**src/rtl/seq_mul.sv**
```systemverilog
// -----------------------------------------------------------------------------
// seq_mul
//   Sequential unsigned shift-add multiplier. One partial product per clock is
//   added into the upper half of a 2*WIDTH accumulator, which then shifts right
//   by one with the adder carry entering the MSB. WIDTH iterations produce the
//   exact 2*WIDTH-bit product.
//
// Handshake (valid/ready style, single comment for the whole block):
//   start_i is the request. It is accepted only when the block is IDLE, i.e.
//   busy_o=0 and done_o=0 on the sampling edge. a_i/b_i are latched on that
//   edge, so later changes have no effect. A start seen in RUN or DONE is
//   dropped, not queued. done_o is a one-cycle pulse; product_o holds the last
//   completed product until the next completion or a reset.
//
// Ports:
//   clk_i      in   1        clock, rising edge
//   rst_i      in   1        asynchronous, active-high reset
//   start_i    in   1        operation request (sampled only in IDLE)
//   a_i        in   WIDTH    multiplicand
//   b_i        in   WIDTH    multiplier
//   busy_o     out  1        high while iterating (state RUN)
//   done_o     out  1        completion pulse (state DONE)
//   product_o  out  2*WIDTH  last completed product
//
// Build option:
//   SEQ_MUL_ZERO_SKIP_EN  when defined, a start with a zero operand goes
//                         straight to DONE with product 0 (latency 1 edge).
// -----------------------------------------------------------------------------
module seq_mul #(
    parameter int WIDTH = 32
) (
    input  logic                 clk_i,
    input  logic                 rst_i,
    input  logic                 start_i,
    input  logic [WIDTH-1:0]     a_i,
    input  logic [WIDTH-1:0]     b_i,
    output logic                 busy_o,
    output logic                 done_o,
    output logic [2*WIDTH-1:0]   product_o
);

    localparam int CW = $clog2(WIDTH) + 1;
    localparam logic [CW-1:0] LAST_CNT = CW'(WIDTH - 1);

    typedef enum logic [1:0] {
        S_IDLE = 2'd0,
        S_RUN  = 2'd1,
        S_DONE = 2'd2
    } state_t;

    state_t                 state_q;
    logic [WIDTH-1:0]       mcand_q;
    logic [WIDTH-1:0]       mplr_q;
    logic [2*WIDTH-1:0]     acc_q;
    logic [CW-1:0]          cnt_q;
    logic                   busy_q;
    logic                   done_q;
    logic [2*WIDTH-1:0]     product_q;

    // Datapath for one iteration.
    logic [WIDTH-1:0]       pp_d;
    logic [WIDTH:0]         sum_d;
    logic [2*WIDTH-1:0]     acc_d;

    assign pp_d  = mcand_q & {WIDTH{mplr_q[0]}};
    // Carry is kept: the upper half plus the partial product needs WIDTH+1 bits.
    assign sum_d = {1'b0, acc_q[2*WIDTH-1:WIDTH]} + {1'b0, pp_d};
    // Concatenate sum over the lower half, then drop the LSB: a right shift by
    // one with the carry landing in the accumulator MSB.
    assign acc_d = (2*WIDTH)'({sum_d, acc_q[WIDTH-1:0]} >> 1);

`ifdef SEQ_MUL_ZERO_SKIP_EN
    logic zero_op;
    assign zero_op = (a_i == '0) || (b_i == '0);
`endif

    always_ff @(posedge clk_i or posedge rst_i) begin
        if (rst_i) begin
            state_q   <= S_IDLE;
            mcand_q   <= '0;
            mplr_q    <= '0;
            acc_q     <= '0;
            cnt_q     <= '0;
            busy_q    <= 1'b0;
            done_q    <= 1'b0;
            product_q <= '0;
        end else begin
            case (state_q)
                S_IDLE: begin
                    if (start_i) begin
`ifdef SEQ_MUL_ZERO_SKIP_EN
                        if (zero_op) begin
                            product_q <= '0;
                            state_q   <= S_DONE;
                            done_q    <= 1'b1;
                        end else begin
                            mcand_q <= a_i;
                            mplr_q  <= b_i;
                            acc_q   <= '0;
                            cnt_q   <= '0;
                            state_q <= S_RUN;
                            busy_q  <= 1'b1;
                        end
`else
                        mcand_q <= a_i;
                        mplr_q  <= b_i;
                        acc_q   <= '0;
                        cnt_q   <= '0;
                        state_q <= S_RUN;
                        busy_q  <= 1'b1;
`endif
                    end
                end
                S_RUN: begin
                    acc_q  <= acc_d;
                    mplr_q <= mplr_q >> 1;
                    cnt_q  <= cnt_q + CW'(1);
                    if (cnt_q == LAST_CNT) begin
                        product_q <= acc_d;
                        state_q   <= S_DONE;
                        busy_q    <= 1'b0;
                        done_q    <= 1'b1;
                    end
                end
                S_DONE: begin
                    state_q <= S_IDLE;
                    done_q  <= 1'b0;
                end
                default: begin
                    state_q <= S_IDLE;
                    busy_q  <= 1'b0;
                    done_q  <= 1'b0;
                end
            endcase
        end
    end

    assign busy_o    = busy_q;
    assign done_o    = done_q;
    assign product_o = product_q;

endmodule

```
**config.mk**
```make
export PLATFORM = sky130hd
export DESIGN_NAME = seq_mul
export DESIGN_NICKNAME = d
export VERILOG_FILES = /design/src/rtl/seq_mul.sv
export SDC_FILE = /design/constraint.sdc
export NUM_CORES = 1
export LEC_CHECK = 0
export ABC_AREA = 1
export ABC_CLOCK_PERIOD_IN_PS = 8700
export CORE_UTILIZATION = 52
export DETAILED_ROUTE_END_ITERATION = 10
export HOLD_SLACK_MARGIN = 0.12
export PLACE_DENSITY = 0.76
export SYNTH_ARGS = -nofsm -noshare
export SYNTH_HDL_FRONTEND = slang
export SYNTH_SLANG_ARGS = --single-unit
export TNS_END_PERCENT = 5
```
**constraint.sdc**
```tcl
create_clock -name clk_i -period 8.7 [get_ports clk_i]
set_input_delay 1.74 -clock clk_i [delete_from_list [all_inputs] [get_ports clk_i]]
set_output_delay 1.74 -clock clk_i [all_outputs]
set_load 0.005 [all_outputs]
```
After elaboration in Yosys (flattened, before gate mapping)
Cells that the tools add are included.
{ "totals": {"reg_bits": 202, "output_inout_bits": 66, "input_bits": 67} }
{ "op_classes": {"n_addsub": 2, "bitwise_logic": 3, "reduce_logical": 8, "n_mux": 14, "n_eq_ne": 5} }
{ "op_table": {"columns": ["op", "count"], "rows": [
  ["64-bit case mux with 2 select lines", 1],
  ["64-bit 2-to-1 mux", 1],
  ["32-bit case mux with 2 select lines", 1],
  ["32-bit by 32-bit adder with 33-bit output", 1],
  ["32-bit AND", 1],
  ["32-bit 2-to-1 mux", 1],
  ["6-bit case mux with 2 select lines", 1],
  ["2-bit AND reduction", 5],
  ["6-bit by 1-bit adder with 6-bit output, second input constant", 1],
  ["6-bit by 5-bit equality test with 1-bit output, second input constant", 1],
  ["6-bit 2-to-1 mux", 1],
  ["2-bit 2-to-1 mux", 2],
  ["2-bit != test, second input constant", 2],
  ["2-bit case mux with 2 select lines", 1],
  ["1-bit 2-to-1 mux", 3],
  ["1-bit case mux with 3 select lines", 1],
  ["3-bit AND reduction", 1],
  ["2-bit by 1-bit equality test with 1-bit output, second input constant", 1],
  ["2-bit equality test, second input constant", 1],
  ["2-bit zero test", 1],
  ["1-bit inverter", 2],
  ["1-bit case mux with 2 select lines", 1],
  ["2-bit nonzero test", 1]
]} }

Longest topological paths before layout
{ "logic_depth": {"ltp_word": 3, "ltp_mapped": 18, "mapped_depth_nobuf": 16} }

Least setup slack after synthesis
OpenSTA, ideal clock, no wires.
{ "synth_path": {"kind": "input-to-reg", "startpoint": "input port start_i", "endpoint": "register mplr_q[4]", "setup_time_ns": 0.120, "path_stages": 7, "slack_ns": 6.146, "arrival_ns": 2.435, "required_ns": 8.580, "path_cell_list": "nand2_2 > inv_2 > nor2_4 > inv_4 > buf_4 > o22ai_1 > nor2_1"} }
{ "synth_via": {"elab_chain_cells": 2} }
{ "synth_lines": {"columns": ["item", "line_no", "text"], "rows": [
  ["start, declared", "34", "input logic start_i,"],
  ["2-bit != test (no source line)", null, null],
  ["2-bit AND reduction (no source line)", null, null],
  ["end signal, assigned", "106", "mplr_q <= b_i;"],
  ["end signal, assigned", "116", "mplr_q <= mplr_q >> 1;"],
  ["end, declared", "53", "logic [WIDTH-1:0] mplr_q;"]
]} }
Every way passes these cells.
A chain may end at the register's enable or synchronous reset.

Worst setup path in the final report
{ "layout_path": {"startpoint": "input port start_i", "endpoint": "register mplr_q[12]"} }
Same word-level chain as after synthesis.

==> results <==
- By area the synthesized netlist is led by sky130_fd_sc_hd__dfrtp_1, sky130_fd_sc_hd__nand2_1, sky130_fd_sc_hd__inv_1.
- The placer's final routability congestion estimate is 0.971.
- The final core utilization is 64.3%.
- The count of pins on the block boundary is 133.
- Internal power comes to 2.97 mW.
- The synthesized flop and latch total is 201.
- The highest fanout seen on the critical path is 64.
- Yosys printed 0 warnings.
- Walking the worst path, the cells encountered are clkdlybuf4s50_1 -> nand2_2 -> buf_4 -> inv_2 -> nor2_4 -> inv_4 -> o22ai_1 -> nor2_1.
- After layout, the minimum clock period comes to 4630 ps.
- The area share of the largest cell type after synthesis is 49.0%.
- The initial antenna violation count came to 1.
- The number of global-route vias before repair came to 8399.
- The relative contribution of sequential cells to total power is 32.1%.
- In this run the power spent charging and discharging nets is 2.09 mW.
- The total congestion overflow is 0.
- Data arrives at the worst endpoint at 5030 ps.
- The area enclosed by the die boundary is 0.0203 mm².
- The core area is 0.0194 mm².
- The min-delay analysis places its worst path in the category reg -> reg.
- The number of hold violations in the final report is 0.
- CTS saw 201 sinks.
- The highest clock rate is 0.216 GHz.
- After clock tree synthesis, the clock-pin slew on the worst setup and hold paths is 60 ps.
- At the worst endpoint, the required time is 9100 ps.
- The first-pass GRT wire length is 40400 µm.
- For this run, the leading register cell type out of synthesis is sky130_fd_sc_hd__dfrtp_1.
- Counting flops with a built-in enable in the synthesized netlist gives 0.
- By count the netlist is led by sky130_fd_sc_hd__nand2_1, sky130_fd_sc_hd__dfrtp_1, sky130_fd_sc_hd__inv_1.
- Timing analysis after detailed placement gives a worst setup slack of 3590 ps.
- The share of the clock period used by the worst path is 53.2%.
- The share of total power consumed by net switching is 41.3%.
- The cell with the biggest individual delay on the critical path is sky130_fd_sc_hd__nor2_4.
- For the final routed database, the setup TNS stands at 0 ps.
- In this run, the combinational gates consume 48.7% of the power.
- Power spread over the standard cell area amounts to 406 mW/mm².
- Detailed routing inserted a total of 8814 vias.
- Using the TritonRoute via totals, the vias-per-cell ratio works out to 5.08.
- The CTS tree is built.
- Counting flops with an async set or reset pin after synthesis yields a share of 100%.
- The final-report setup violation count is 0.
- The number of nets produced by synthesis is 1444.
- The delay of the slowest cell on the worst path is 900 ps.
- After detailed routing, the number of remaining DRC violations is 0.
- Across the run, the number of max-cap violations was 0.
- The number of distinct library cells after synthesis is 35.
- In this run, the number of DRC markers left after iteration 0 of detailed routing was 489.
- For this configuration, the core starts out at a cell density of 52.9%.
- In the post-synthesis netlist, the cell with the most instances is sky130_fd_sc_hd__nand2_1.
- The global-route usage over all layers is 24.8%.
- The later-pin clock latency in the skew report is 520 ps.
- The flow ran to the end, and the final reports show no timing, DRC or antenna violations.
- Setup repair after global routing left no endpoint under its margin.
- The die extent in y is 143 µm.
- The number of optimization iterations in the first detailed-route pass is 5.
- The analysis attributes to cell leakage a power of 6.59 nW.
- The number of setup buffers added after CTS is 0.
- In this run the tool buffered the top-level ports with 132 buffer cells.
- For the pin with the worst max-slew slack, the measured transition is 1220 ps.
- Entering global routing, the biggest net connects 124 pins.
- Measured along the x axis, the die boundary spans 143 µm.
- The TritonCTS buffer count is 22.
- The H-tree depth is 1.
- The biggest area consumer among synthesized cells is sky130_fd_sc_hd__dfrtp_1.
- The clock root buffer master is sky130_fd_sc_hd__clkbuf_16.
- For this block, the routed nets add up to 24200 µm of wire.
- The synthesized area is 0.0103 mm².
- For this run, the post-layout net count is 1556.
- By startpoint and endpoint, the worst setup path is classified as in -> reg.
- The count of hold buffers inserted by post-cts repair is 0.
- Once routing completed, OpenROAD measured the worst setup slack at 4070 ps.
- Cells with a size suffix above 1 make up 4.83% of the layout.
- After synthesis, the mean cell area works out to 7.64 µm².
- The worst relative slew slack is 18.8%.
- The detail route stage leaves a number of antenna-violating nets equal to 0.
- The clock passes through at most 3 buffers.
- The share of the yosys chip area belonging to registers is 49.0%.
- The max-slew violation count is 0.
- The gate count after technology mapping is 1343.
- The peak ir drop on the vdd network is 0.000213 V.
- The post-cts gate resize count is 0.
- The worst clock skew is 14.4 ps.
- The critical path endpoint category is a flip-flop.
- After legalization and detailed placement, the total HPWL measured 16700 µm.
- The initialized floorplan defines 51 standard-cell rows.
- The worst setup path is launched from an input port.
- Relative to the synthesized area, the layout overhead comes to 21.5%.
- The average wire per cell in the routed design is 14.0 µm.
- The portion of total power attributed to the clock network is 19.2%.
power by group through the flow:
stage	combinational [mW]	clock, mW	sequential, mW
after global placement	2.39	0	1.63
final	2.46	0.973	1.63
after detailed placement	2.46	0	1.63
after floorplan	1.74	0	1.58
after global routing	2.79	1.03	1.68
after CTS	2.47	0.991	1.63
sequential cells by signal (all words and copies together) (netlist names):
name and cells:
acc_q 63, busy_o 1, cnt_q 6, done_o 1, mcand_q 32, mplr_q 32, product_o 64, state_q 2
cell type report:
cell class / count / area, µm²
Sequential cell: 201 / 5030
Fill cell: 1700 / 6930
Clock buffer: 28 / 613
Clock inverter: 10 / 154
Inverter: 190 / 723
Tap cell: 265 / 332
Antenna cell: 1 / 2.50
Multi-Input combinational cell: 903 / 4260
Timing Repair Buffer: 137 / 1360
cell families (layout without fill, tap and decap cells):
kind of cell / count (synthesis) / in the layout / synth area share, %
buffers and inverters: 239 / 365 / 9.61
and+or+nand+nor: 700 / 700 / 27.5
adders and majority gates: 34 / 34 / 4.22
xor gates and xnor gates: 13 / 13 / 1.11
DFF: 201 / 201 / 49.0
AOI/OAI and AO/OA: 156 / 156 / 8.52
other: 0 / 1 / 0
worst max-delay path: cells and delay by family:
kind / cells / cell delay (ps)
buffers and inverters: 4 / 1900
AOI/OAI and AO/OA: 1 / 260
and+or+nand+nor: 3 / 1030
cells in the final DEF, fill, tap and decap left out, drive strengths merged, types with 3 or more instances in the layout:
master         Yosys  final
clkinv             0      6
dfrtp            201    201
buf               33      5
clkdlybuf4s50      0    132
nor2             112    112
nand3b             5      5
clkbuf            16     28
nor3               5      5
ha                33     33
nand3             68     68
o22ai             61     61
o21ai             69     69
o21bai             3      3
a21oi             20     20
nand2            502    502
nand4              4      4
xnor2             13     13
inv              190    191
bufinv             0      3
final timing paths:
check / start / end / slack, ps / cells after the start
max: start_i / mplr_q[12] / 4070 / 8
min: product_o[38] / product_o[38] / 480 / 2
max reg2reg: state_q[0] / mplr_q[12] / 5290 / 8
min reg2reg: product_o[38] / product_o[38] / 480 / 2
max in group asynchronous: rst_i / mcand_q[8] / 5370 / 3
min in group asynchronous: rst_i / acc_q[1] / 1790 / 2
through the flow:
step	instance area (µm²)	hold slack, ps	total power [mW]	instances
2_1_floorplan	10300	449	3.32	1343
3_3_place_gp	11700	463	4.01	1696
3_5_place_dp	11700	465	4.09	1696
4_1_cts	12500	481	5.09	1734
5_1_grt	12500	495	5.50	1735
6_report	12500	477	5.06	1735
layer usage:
layer	wire length [µm]	share of wire, %	vias up	global-route usage (%)
met3	1230	5.1	36	3.16
met5	0	0	-	0
met4	495	2.0	0	6.73
met2	11300	47	213	40.1
li1	-	-	4405	-
met1	11200	46	4160	35.2
(Power assumes the default switching activity.)
